`src/rtl/ysyx_22050550_if_id_buf_pkg.sv`:
```
// ysyx_22050550_if_id_buf_pkg: shared bus widths for the IF/ID buffer (mode selected by YSYX_22050550_IFID_SKID_EN)
package ysyx_22050550_if_id_buf_pkg;
  localparam int ysyx_22050550_RegBus = 64;
  localparam int ysyx_22050550_InstBus = 32;
endpackage

```
`src/rtl/ysyx_22050550_pipe_slot.sv`:
```
// ysyx_22050550_pipe_slot: registered {valid, pc, inst} slot with load, clear and async active-low reset
module ysyx_22050550_pipe_slot
  import ysyx_22050550_if_id_buf_pkg::*;
(
  input  logic                             clock,
  input  logic                             reset,
  input  logic                             load,
  input  logic                             clear,
  input  logic [ysyx_22050550_RegBus-1:0]  in_pc,
  input  logic [ysyx_22050550_InstBus-1:0] in_inst,
  output logic                             out_valid,
  output logic [ysyx_22050550_RegBus-1:0]  out_pc,
  output logic [ysyx_22050550_InstBus-1:0] out_inst
);
  logic                             r_valid;
  logic [ysyx_22050550_RegBus-1:0]  r_pc;
  logic [ysyx_22050550_InstBus-1:0] r_inst;
  // clear wins over load so a kill can never be overridden by a refill
  always_ff @(posedge clock or negedge reset)
    if (!reset) begin
      r_valid <= 1'b0;
      r_pc    <= '0;
      r_inst  <= '0;
    end else if (clear) begin
      r_valid <= 1'b0;
    end else if (load) begin
      r_valid <= 1'b1;
      r_pc    <= in_pc;
      r_inst  <= in_inst;
    end
  assign out_valid = r_valid;
  assign out_pc    = r_pc;
  assign out_inst  = r_inst;
endmodule

```
`src/rtl/ysyx_22050550_if_id_buf.sv`:
```
// ysyx_22050550_if_id_buf: IF/ID pipeline buffer; define YSYX_22050550_IFID_SKID_EN for a 2-deep skid buffer, else 1-deep pass-through
module ysyx_22050550_if_id_buf
  import ysyx_22050550_if_id_buf_pkg::*;
(
  input  logic                             clock,
  input  logic                             reset,
  input  logic                             in_valid,
  input  logic [ysyx_22050550_RegBus-1:0]  in_pc,
  input  logic [ysyx_22050550_InstBus-1:0] in_inst,
  output logic                             in_ready,
  input  logic                             flush,
  output logic                             out_valid,
  output logic [ysyx_22050550_RegBus-1:0]  out_pc,
  output logic [ysyx_22050550_InstBus-1:0] out_inst,
  input  logic                             out_ready
);
  logic                             w_m_valid;
  logic                             w_acc;
  logic                             w_drain;
  logic                             w_m_load;
  logic                             w_m_clear;
  logic [ysyx_22050550_RegBus-1:0]  w_m_pc_d;
  logic [ysyx_22050550_InstBus-1:0] w_m_inst_d;
  assign out_valid = w_m_valid && !flush;
  assign w_acc     = in_valid && in_ready;
  assign w_drain   = out_valid && out_ready;
`ifdef YSYX_22050550_IFID_SKID_EN
  logic                             w_s_valid;
  logic                             w_s_load;
  logic                             w_s_clear;
  logic [ysyx_22050550_RegBus-1:0]  w_s_pc;
  logic [ysyx_22050550_InstBus-1:0] w_s_inst;
  // ready is a pure register output, cutting the out_ready -> in_ready path
  assign in_ready   = !w_s_valid;
  assign w_m_load   = !flush && (w_s_valid ? w_drain : w_acc && (!w_m_valid || w_drain));
  assign w_m_pc_d   = w_s_valid ? w_s_pc : in_pc;
  assign w_m_inst_d = w_s_valid ? w_s_inst : in_inst;
  assign w_s_load   = !flush && w_acc && w_m_valid && !w_drain;
  assign w_s_clear  = flush || (w_drain && w_s_valid);
  ysyx_22050550_pipe_slot u_s (
    .clock    (clock),
    .reset    (reset),
    .load     (w_s_load),
    .clear    (w_s_clear),
    .in_pc    (in_pc),
    .in_inst  (in_inst),
    .out_valid(w_s_valid),
    .out_pc   (w_s_pc),
    .out_inst (w_s_inst)
  );
`else
  assign in_ready   = !w_m_valid || out_ready;
  assign w_m_load   = !flush && w_acc;
  assign w_m_pc_d   = in_pc;
  assign w_m_inst_d = in_inst;
`endif
  assign w_m_clear = flush || (w_drain && !w_m_load);
  ysyx_22050550_pipe_slot u_m (
    .clock    (clock),
    .reset    (reset),
    .load     (w_m_load),
    .clear    (w_m_clear),
    .in_pc    (w_m_pc_d),
    .in_inst  (w_m_inst_d),
    .out_valid(w_m_valid),
    .out_pc   (out_pc),
    .out_inst (out_inst)
  );
endmodule

```
`config.mk`:
```
export PLATFORM = sky130hd
export DESIGN_NAME = ysyx_22050550_if_id_buf
export DESIGN_NICKNAME = d
export VERILOG_FILES = /design/src/rtl/ysyx_22050550_if_id_buf_pkg.sv /design/src/rtl/ysyx_22050550_pipe_slot.sv /design/src/rtl/ysyx_22050550_if_id_buf.sv
export SDC_FILE = /design/constraint.sdc
export NUM_CORES = 1
export LEC_CHECK = 0
export ABC_AREA = 1
export ABC_CLOCK_PERIOD_IN_PS = 1600
export BUFFER_PORTS_ARGS = -buffer_cell sky130_fd_sc_hd__buf_2
export CAP_MARGIN = 40
export CORE_UTILIZATION = 39
export CTS_CLUSTER_SIZE = 8
export DETAILED_ROUTE_END_ITERATION = 6
export GPL_TIMING_DRIVEN = 0
export PLACE_DENSITY = 0.81
export SKIP_CTS_REPAIR_TIMING = 1
export SYNTH_ARGS = -nofsm -noshare
export SYNTH_HDL_FRONTEND = slang
export SYNTH_SLANG_ARGS = --single-unit
```
`constraint.sdc`:
```
create_clock -name clock -period 1.6 [get_ports clock]
set_input_delay 0.48 -clock clock [delete_from_list [all_inputs] [get_ports clock]]
set_output_delay 0.48 -clock clock [all_outputs]
set_load 0.02 [all_outputs]
```
Word-level counts from Yosys, hierarchy flattened. Index checks and enable logic that the tools add are counted.

Memories kept: 0. Bits in latches: 0. Bits in writable memories: 0. Output and inout port bits: 98. Memory bits (read-only): 0. Register bits: 97.

Equal/unequal tests: 0. Order comparisons: 0. Div/mod/pow operators: 0. Shift-type cells: 0. Add/subtract/negate cells: 0. Multipliers: 0. Muxes and demuxes: 2. Reductions and logical operators: 12. Bitwise gates (word level): 1.

Operators with widths (number): 1-bit logical AND (5); 1-bit logical NOT (3); 1-bit logical OR (2); 1-bit two-way mux (2); 2-bit AND reduction (1); 2-bit nonzero test (1); 1-bit NOT (1).

Depth between registers and ports, before layout.
Depth in word-level cells: 9. Gate-level depth with buffers: 7. Depth with buffers taken out: 5.

Cells and area by module. From an unflattened synthesis, not the netlist that was laid out.

Cells, all modules: 430. Area, all modules: 3892.5 sq um.

By module, submodules not included: ysyx_22050550_pipe_slot (times used 1, area an instance 3851.2 sq um, seq. area each 2427.3 sq um, cells an instance 420); ysyx_22050550_if_id_buf (times used 1, area an instance 41.3 sq um, seq. area each 0.0 sq um, cells an instance 10).

Worst setup path after synthesis. No wires, ideal clock.

Path kind: input port to output port. From: input out_ready. To: output in_ready. Stages: 3. Path slack: 0.094 ns. Data required time: 1.120 ns. Path buffers: 1. Data arrival time: 1.026 ns. Cells stage by stage: inv_1 -> nand2_2 -> buf_1.

Word-level cells in the longest chain between the ends: 1.

RTL lines: start: declaration (RTL line ysyx_22050550_if_id_buf.sv:15) `input logic out_ready`; 1-bit logical OR (RTL line ysyx_22050550_if_id_buf.sv:52) `assign in_ready = !w_m_valid || out_ready;`; end: declaration (RTL line ysyx_22050550_if_id_buf.sv:10) `output logic in_ready,`.

Every way passes these cells.

Worst setup path after layout.
From: register u_m.r_valid, in the netlist u_m.out_valid. To: output out_valid.

Word-level cells in the longest chain between the ends: 1.

RTL lines: start: declaration (RTL line ysyx_22050550_pipe_slot.sv:15) `logic r_valid;`; start signal: assignment (RTL line ysyx_22050550_pipe_slot.sv:21) `r_valid <= 1'b0;`; start signal: assignment (RTL line ysyx_22050550_pipe_slot.sv:25) `r_valid <= 1'b0;`; start signal: assignment (RTL line ysyx_22050550_pipe_slot.sv:27) `r_valid <= 1'b1;`; 1-bit logical AND (RTL line ysyx_22050550_if_id_buf.sv:24) `assign out_valid = w_m_valid && !flush;`; end: declaration (RTL line ysyx_22050550_if_id_buf.sv:12) `output logic out_valid,`.

Every way passes these cells.

==> summary.md <==
| Metric | Value |
|---|---|
| Vias post-DR | approximately 3700 |
| Starting density of the core | 40.8% |
| Leakage power | just over 3 nW |
| Worst-skew pair later-pin latency | 0.35 ns |
| Finished Cell Area | roughly 5200 um^2 |
| Critical Path Max Stage Delay | slightly above 0.4 ns |
| Gr usage total | 20.1% |
| Critical path class | flip-flop to output pin |
| Flops & latches, synth | between 90 and 100 |
| Final Skew | approximately 0.017 ns |
| Remaining design rule violation count | 0 |
| Final period utilization | between 90% and 100% |
| Synth cell types | 12 |
| Final Total Pwr | roughly 6.1 mW |
| P&R area growth vs syn | 37.8% |
| Fin util | between 50% and 60% |
| Largest net degree at the start of global routing | 53 |
| Clock-pin slew on the worst setup and hold paths | approximately 0.10 ns |
| CP Buf/Inv Count | 2 |
| First-pass GRT wire length | around 16000 um |
| Grt ovf | 0 |
| CTS buffer count | 9 |
| Fmax achieved | 0.629 GHz |
| CP arrival | between 1 and 1.5 ns |
| Clock tree sinks | 97 |
| Longest Clk Path Bufs | 2 |
| Final ANT Viol Nets | 0 |
| Crit. End Element | output pin |
| Ports | between 150 and 200 |
| CTS tree | yes |
| Drt total wl | 10200 um |
| H-Tree Depth | 3 |
| Final hold violation count | 0 |
| Initial DRT Pass Iterations | 4 |
| Share of the synthesized area in the top cell type | ~64% |
| Max-slew headroom | 59.5% |
| Ys async rst share | 100% |
| Syn_nets | 524 |
| Critical-path top delay cell | dfrtp_1 |
| Post-synth top flop | dfrtp_1 |
| Count of buffers from port buffering | ~200 |
| Syn Area/Cell | roughly 9.0 um^2 |
| Area contributors post-synth | dfrtp_1 (64%), nand2_1 (19%), nand3_1 (13%) |
| ANT cells | 0 |
| Nets | approximately 740 |
| Area leader, netlist | dfrtp_1 |
| DR WL/cell | about 13 um |
| Startpoint types | flip-flop |
| Die Area | ~10000 um^2 |
| Most frequent cell after synthesis | nand2_1 |
| Vias in the first global route | 3354 |
| # setup viols final | 0 |
| Power Density | ~1200 nW/um^2 |
| Pre-CTS WS | -0.311 ns |
| Synthesized instance count | 423 |
| Most frequent cells after synthesis | nand2_1 (192), dfrtp_1 (97), nand3_1 (96) |
| Vias/cell | approximately 4.8 |
| RSZ-0062 raised after global routing | yes |
| GPL Wtd Cong | around 0.8 |
| Initial antenna violation count | 0 |
| Die span in y | slightly above 100 um |
| DR iter-0 viols | about 110 |
| CP required | approximately 1.1 ns |
| Final Critical Period | ~1.6 ns |
| Crit-path cells | inv_1 > nor2_1 > buf_2 |
| Die width | between 100 and 150 um |
| Setup ws final | between 0.01 and 0.015 ns |
| Status | finished clean |
| Total of max-cap violations | 0 |
| Maximum vdd drop | 0.000477 V |
| Worst-Margin Slew | ~0.61 ns |
| Slew Viols, Final | 0 |
| Yosys Warn Count | 0 |
| CTS Root Cell | clkbuf_8 |
| Seq/Total Area, Yosys | ~64% |
| Site Rows | 35 |
| Synth Cell Area | around 3800 um^2 |
| Min-delay worst type | input pin to asynchronous set/reset pin |
| CP Max Fanout | 2 |
| Share of cells above drive strength 1 | a little under two fifths |
| Post-synth EDFFs | 0 |
| Dpl cell area | ~5000 um^2 |
| Sum Neg Setup Slack | 0 ns |
| HPWL after DPL | ~7500 um |
| Core ar. | a little over 9000 um^2 |
| Delay-heaviest family, CP | flip-flops |
-- worst paths after layout --
check / slack, ns / to / startpoint / cells after the start
worst max-delay path: 0.01 / out_valid / u_m.out_valid / 3
worst min-delay path: 0.13 / u_m.out_pc[26] / reset / 1
worst max register to register: 0.13 / u_m.out_pc[49] / u_m.out_valid / 7
worst min register to register: 0.47 / u_m.out_pc[19] / u_m.out_pc[19] / 2
max in group asynchronous: 0.80 / u_m.out_inst[5] / reset / 2
min in group clock: 0.33 / u_m.out_valid / flush / 2
-- flip-flops by register name, indices dropped and copies added (netlist names) --
| name | cells |
|---|---|
| u_m.out_inst | 32 |
| u_m.out_valid | 1 |
| u_m.out_pc | 64 |
-- report_power, final --
group / internal (mW) / switching [mW]
Sequential: 2.80 / 0.187
Clock: 0.769 / 0.852
Combinational: 0.521 / 0.998
-- worst reg2reg max path: stages (launching register included) --
cell and delay (ns):
dfrtp_1 0.43, nand2_4 0.08, buf_4 0.18, nand2_2 0.13, buf_4 0.21, buf_2 0.19, nand2_1 0.08, nand2_1 0.06
-- cell families (layout without fill, tap and decap cells) --
kind of cell           Yosys count  in the layout  share of synthesized area (%)
buffers and inverters           33            252                           3.81
DFF                             97             97                           63.8
AOI/OAI and AO/OA                1              1                          0.131
and+or+nand+nor                292            292                           32.3
-- layer usage --
| layer | global-route usage, % | routed length (um) | share of wire, % |
|---|---|---|---|
| met1 | 25.4 | 4320 | 42 |
| met2 | 34.2 | 5050 | 49 |
| met3 | 4.23 | 683 | 6.7 |
| met4 | 7.02 | 159 | 1.6 |
| met5 | 0 | 0 | 0 |
-- through the flow --
step / std cells / hold WS [ns]
6_report: 771 / 0.132
5_1_grt: 771 / 0.155
4_1_cts: 767 / 0.136
3_5_place_dp: 751 / 0.453
3_3_place_gp: 750 / 0.448
2_1_floorplan: 423 / 0.184
-- area by class of cell --
| cell class | count | area [um^2] |
|---|---|---|
| Tap cell | 129 | 161 |
| Timing Repair Buffer | 203 | 1060 |
| Fill cell | 853 | 4080 |
| Sequential cell | 97 | 2430 |
| Buffer | 30 | 145 |
| Clock inverter | 6 | 67.6 |
| Clock buffer | 10 | 138 |
| Inverter | 3 | 11.3 |
| Multi-Input combinational cell | 293 | 1240 |
-- layout by cell type (no fill, tap or decap) --
cell / n
buf_8: 1
buf_16: 1
nand2_1: 192
dfrtp_1: 97
inv_1: 3
bufinv_16: 1
nand3_1: 96
buf_1: 6
nor2_1: 1
nand2_4: 1
clkinvlp_4: 2
nand2_2: 1
buf_6: 1
clkbuf_8: 10
clkinv_4: 2
a21oi_1: 1
clkbuf_1: 10
clkinv_2: 1
buf_4: 7
buf_2: 207
nor2_4: 1
Note: power is estimated with default switching activity, not from simulation.
